File: config.mk
export PLATFORM = sky130hd
export DESIGN_NAME = spi_txn_arbiter
export DESIGN_NICKNAME = d
export VERILOG_FILES = /design/src/rtl/spi_txn_arbiter.sv
export SDC_FILE = /design/constraint.sdc
export NUM_CORES = 1
export LEC_CHECK = 0
export BUFFER_PORTS_ARGS = -buffer_cell sky130_fd_sc_hd__clkbuf_2
export CELL_PAD_IN_SITES_DETAIL_PLACEMENT = 0
export CELL_PAD_IN_SITES_GLOBAL_PLACEMENT = 1
export CORE_ASPECT_RATIO = 0.75
export CORE_UTILIZATION = 32
export CTS_CLUSTER_SIZE = 8
export DETAILED_ROUTE_END_ITERATION = 6
export PLACE_DENSITY = 0.83
export SETUP_SLACK_MARGIN = 0.4
export SLEW_MARGIN = 20
export SYNTH_ARGS = -nofsm -noshare
export SYNTH_HDL_FRONTEND = slang
export SYNTH_SLANG_ARGS = --single-unit
File: constraint.sdc
create_clock -name clock -period 1.7 [get_ports clock]
set_clock_uncertainty 0.1 [all_clocks]
set_input_delay 0.255 -clock clock [delete_from_list [all_inputs] [get_ports clock]]
set_output_delay 0.255 -clock clock [all_outputs]
set_load 0.03 [all_outputs]
File: src/rtl/spi_txn_arbiter.sv
// spi_txn_arbiter: round-robin sequencer sharing one SPI byte engine between two requesters.
module spi_txn_arbiter #(
  parameter int CS_SETUP_CYC = 2,
  parameter int CS_HOLD_CYC  = 2,
  parameter int GAP_CYC      = 1,
  parameter int TIMEOUT_CYC  = 255
) (
  input  logic       clock,
  input  logic       reset,
  input  logic [1:0] req_valid,
  input  logic [3:0] req0_len,
  input  logic [3:0] req1_len,
  input  logic [7:0] req0_tx_data,
  input  logic [7:0] req1_tx_data,
  output logic [1:0] grant,
  output logic [1:0] tx_pop,
  output logic [7:0] rx_byte,
  output logic       rx_valid,
  output logic       rx_owner,
  output logic [1:0] done,
  output logic [1:0] err,
  output logic [1:0] cs_n,
  output logic       spi_send_data,
  output logic [7:0] spi_data_into_sys,
  input  logic       spi_byte_done,
  input  logic [7:0] spi_rx_byte
);
  typedef enum logic [2:0] {S_IDLE, S_SETUP, S_LOAD, S_WAIT, S_GAP, S_HOLD, S_DONE} state_t;
  localparam logic [3:0] SETUP_END = 4'(CS_SETUP_CYC - 1);
  localparam logic [3:0] HOLD_END  = 4'(CS_HOLD_CYC - 1);
  localparam logic [3:0] GAP_END   = 4'(GAP_CYC - 1);
  localparam logic [7:0] TO_END    = 8'(TIMEOUT_CYC - 1);
  state_t     r_state;
  logic       r_owner, r_rr_last, r_abort;
  logic [4:0] r_rem;
  logic [3:0] r_cnt;
  logic [7:0] r_to;
  logic       w_pick, w_active;
  logic [3:0] w_len;
  logic [1:0] w_onehot;
  // With both requesting, whoever did not win last time goes next.
  assign w_pick            = (req_valid == 2'b11) ? ~r_rr_last : req_valid[1];
  assign w_len             = w_pick ? req1_len : req0_len;
  assign w_onehot          = r_owner ? 2'b10 : 2'b01;
  assign w_active          = (r_state != S_IDLE) && (r_state != S_DONE);
  assign grant             = w_active ? w_onehot : 2'b00;
  assign cs_n              = ~grant;
  assign spi_send_data     = (r_state == S_LOAD);
  assign spi_data_into_sys = r_owner ? req1_tx_data : req0_tx_data;
  assign tx_pop            = spi_send_data ? w_onehot : 2'b00;
  assign done              = (r_state == S_DONE) ? w_onehot : 2'b00;
  assign err               = (r_state == S_DONE && r_abort) ? w_onehot : 2'b00;
  always_ff @(posedge clock) begin
    if (reset) begin
      r_state   <= S_IDLE;
      r_owner   <= 1'b0;
      r_rr_last <= 1'b1;
      r_abort   <= 1'b0;
      r_rem     <= 5'd0;
      r_cnt     <= 4'd0;
      r_to      <= 8'd0;
      rx_valid  <= 1'b0;
      rx_byte   <= 8'd0;
      rx_owner  <= 1'b0;
    end else begin
      rx_valid <= 1'b0;
      case (r_state)
        S_IDLE: if (|req_valid) begin
          r_owner   <= w_pick;
          r_rr_last <= w_pick;
          r_rem     <= {w_len == 4'd0, w_len};
          r_cnt     <= 4'd0;
          r_state   <= S_SETUP;
        end
        S_SETUP: if (r_cnt == SETUP_END) begin
          r_cnt   <= 4'd0;
          r_state <= S_LOAD;
        end else r_cnt <= r_cnt + 4'd1;
        S_LOAD: begin
          r_to    <= 8'd0;
          r_state <= S_WAIT;
        end
        S_WAIT: if (spi_byte_done) begin
          rx_valid <= 1'b1;
          rx_byte  <= spi_rx_byte;
          rx_owner <= r_owner;
          r_rem    <= r_rem - 5'd1;
          r_cnt    <= 4'd0;
          r_state  <= (r_rem == 5'd1) ? S_HOLD : (GAP_CYC == 0 ? S_LOAD : S_GAP);
        end else if (r_to == TO_END) begin
          r_abort <= 1'b1;
          r_cnt   <= 4'd0;
          r_state <= S_HOLD;
        end else r_to <= r_to + 8'd1;
        S_GAP: if (r_cnt == GAP_END) begin
          r_cnt   <= 4'd0;
          r_state <= S_LOAD;
        end else r_cnt <= r_cnt + 4'd1;
        S_HOLD: if (r_cnt == HOLD_END) begin
          r_cnt   <= 4'd0;
          r_state <= S_DONE;
        end else r_cnt <= r_cnt + 4'd1;
        S_DONE: begin
          r_abort <= 1'b0;
          r_state <= S_IDLE;
        end
        default: r_state <= S_IDLE;
      endcase
    end
  end
endmodule

==> metrics <==
outcome=finished, violations left; FFs w/ async S/R, synth=0; Starting Density=0.344; violated checks=setup timing; PortBufs=65; largest net degree at the start of global routing=16; Required @ worst endpoint=1780 ps; drt wl/cell=15.8 um; CORE AREA=5530 um2; Int Pwr=1.79 mW; Clock Pin Slew Worst Setup and Hold Paths=70 ps; die area=6250 um2; overall die height=68.7 um; CP arrival=1840 ps; library cells used by synthesis=54; DR vias=2163; Logic pwr share=0.454; fin crit share=1.04; Final Max Slew Viols=0; Residual DRC=0; clock buffer depth=2; vias in the first global route=2089; initial antenna violation count=0; Top FF cell, synth=dfxtp_1; max incr delay on CP=390 ps; Post-synth EDFFs=0; Sw Ratio=0.349; Worst Setup End Kind=flip-flop; Fillers=419; clock sink count=33; Leakage=1.51 nW; Worst-Margin Slew=301 ps; area delta synth->final=88.6%; Inserted Clock Buffers=5; global-route usage over all layers=0.206; Post-Layout Cell Count=421; dpl cells=372; post-synthesis sequential area ratio=0.348; Via density=5.14; Worst Setup Path Type=reg2reg; commonest non-fill, non-tap cells in the layout=clkbuf_2 (46), buf_4 (32), buf_8 (20), buf_6 (20), dfxtp_1 (20); Area after DPL=2600 um2; Worst-Skew Late Latency=290 ps; Synth warnings=0; Critical Path Fanout Max=4; Place WS=-55.2 ps; CP Launch Type=flip-flop; P per Cell Area=766 nW/um2; HPWL Detailed=3.84 mm; Final TNS setup=-154 ps; Hold Path Class=in2reg; CTS tree=yes; number of max-cap violations=0; Die X=91.0 um; GP Congestion=0.785; total net switching power=0.959 mW; FF+latch count, synth=33; Max Freq=567 MHz; Worst R2R Path Depth=5; drt total wl=6.64 mm; final worst slack=-64.3 ps; Starting DRT DRC Count=129; I/O pin total=66; remaining antenna violation count after routing=0; # setup viols final=8; post-synthesis cell count=228; Antenna Cells=0; crit path time final=1760 ps; fraction of layout cells with a size suffix above 1=0.685; slowest CP cell=or3b_4; global-route wire length before repair=10.0 mm; total power=2.74 mW; Mapped Nets=273; WHS Path Cells=3; H-tree depth=2; CTS Hold Bufs=0; max_slew headroom=0.796; Pre-antenna DRT Iters=4; Mapped Area=1900 um2; commonest non-fill, non-tap cell in the layout=clkbuf_2; crit-path cells=ha_4 > or3b_4 > a22oi_2 > nor3_2 > a221o_1; design area=3580 um2; nets@finish=390; Root Buffer=clkbuf_8; num rows=23; Syn Area/Cell=8.33 um2; unrepaired setup endpoints after global routing=true; register share of total power=0.326; GR Overflow Total=0; Max VDD drop=0.310 mV; Hold Vio Cnt, Final=0; clock power share=0.220
## registers in the layout, indices dropped and copies added (netlist names)
name / count
rx_owner: 1
r_to: 8
r_rem: 5
r_owner: 1
r_state: 3
rx_valid: 1
rx_byte: 8
r_cnt: 4
r_rr_last: 1
r_abort: 1
## power by group through the flow
stage	sequential, mW	clock [mW]	combinational [mW]
after floorplan	0.895	0	0.569
after global placement	0.916	0	0.726
after detailed placement	0.919	0	0.735
after CTS	0.888	0.597	1.09
after global routing	0.901	0.643	1.32
final	0.894	0.604	1.25
## metal layers
| layer | global-route usage | part of all wire | wire length, um |
|---|---|---|---|
| met5 | 0 | 0 | 0 |
| met4 | 0.0635 | 0.011 | 75 |
| met3 | 0.0439 | 0.057 | 381 |
| met2 | 0.354 | 0.47 | 3140 |
| met1 | 0.266 | 0.46 | 3040 |
## metrics by stage
step	hold WS (ps)	utilization
finish	87.9	0.648
global route	82.9	0.648
CTS	85.1	0.603
detailed placement	347	0.470
global placement	342	0.470
floorplan	291	-
## area by class of cell
cell class / instances / area, um2 / area share
inverters: 11 / 53.8 / 0.0150
repair buffers: 120 / 1040 / 0.291
clock buffers: 5 / 68.8 / 0.0192
well taps: 75 / 93.8 / 0.0262
multi-input cells: 174 / 1620 / 0.451
flip-flops and latches: 33 / 689 / 0.192
clock inverters: 3 / 17.5 / 0.00489
## cells by family (layout without fill, tap and decap cells)
kind of cell    count (synthesis)  after routing  share of synthesized area
mux                            13             13                     0.0751
buf+inv                        22            139                     0.0494
xor+xnor                        5              5                     0.0231
simple gates                   92             93                      0.252
fa+ha+maj                       8              8                     0.0527
flops                          33             33                      0.348
compound gates                 55             55                      0.200
## path summary, 6_finish.rpt
check                                              from                       to  slack [ps]
worst min-delay path                     spi_rx_byte[1]  rx_byte[1]$_SDFFE_PP0N_          90
worst max-delay path              r_cnt[0]$_SDFFE_PP0P_    r_cnt[2]$_SDFFE_PP0P_         -60
worst min register to register  rx_byte[6]$_SDFFE_PP0N_  rx_byte[6]$_SDFFE_PP0N_         360
worst max register to register    r_cnt[0]$_SDFFE_PP0P_    r_cnt[2]$_SDFFE_PP0P_         -60
## worst max-delay path, delay by kind of cell (launching register included)
family | cells | cell delay [ps]
compound gates | 2 | 560
fa+ha+maj | 1 | 130
flops | 1 | 380
simple gates | 2 | 480
## Yosys cell counts, types with 4 or more instances
cell type  count  area [um2]
mux2_2        10         113
nor2_1        19        71.3
clkbuf_1       5        18.8
o21ai_0        7        35.0
nand3_1        4        20.0
nor3_1         6        30.0
and3_1         6        37.5
inv_1         11        41.3
ha_1           8         100
dfxtp_1       33         661
a21oi_1       19        95.1
nand2_1       27         101
nor2b_1        5        31.3
and2_1         4        25.0
## what timing repair did
item | in CTS | in global routing
endpoints found under the setup margin | 49 | 52
pin swaps | 37 | 28
endpoints found under the hold margin | 0 | 0
cloned | 2 | 0
gates resized for setup | 99 | 63
buffers inserted | 32 | 7
No activity file was read; power rests on OpenSTA's default activity.
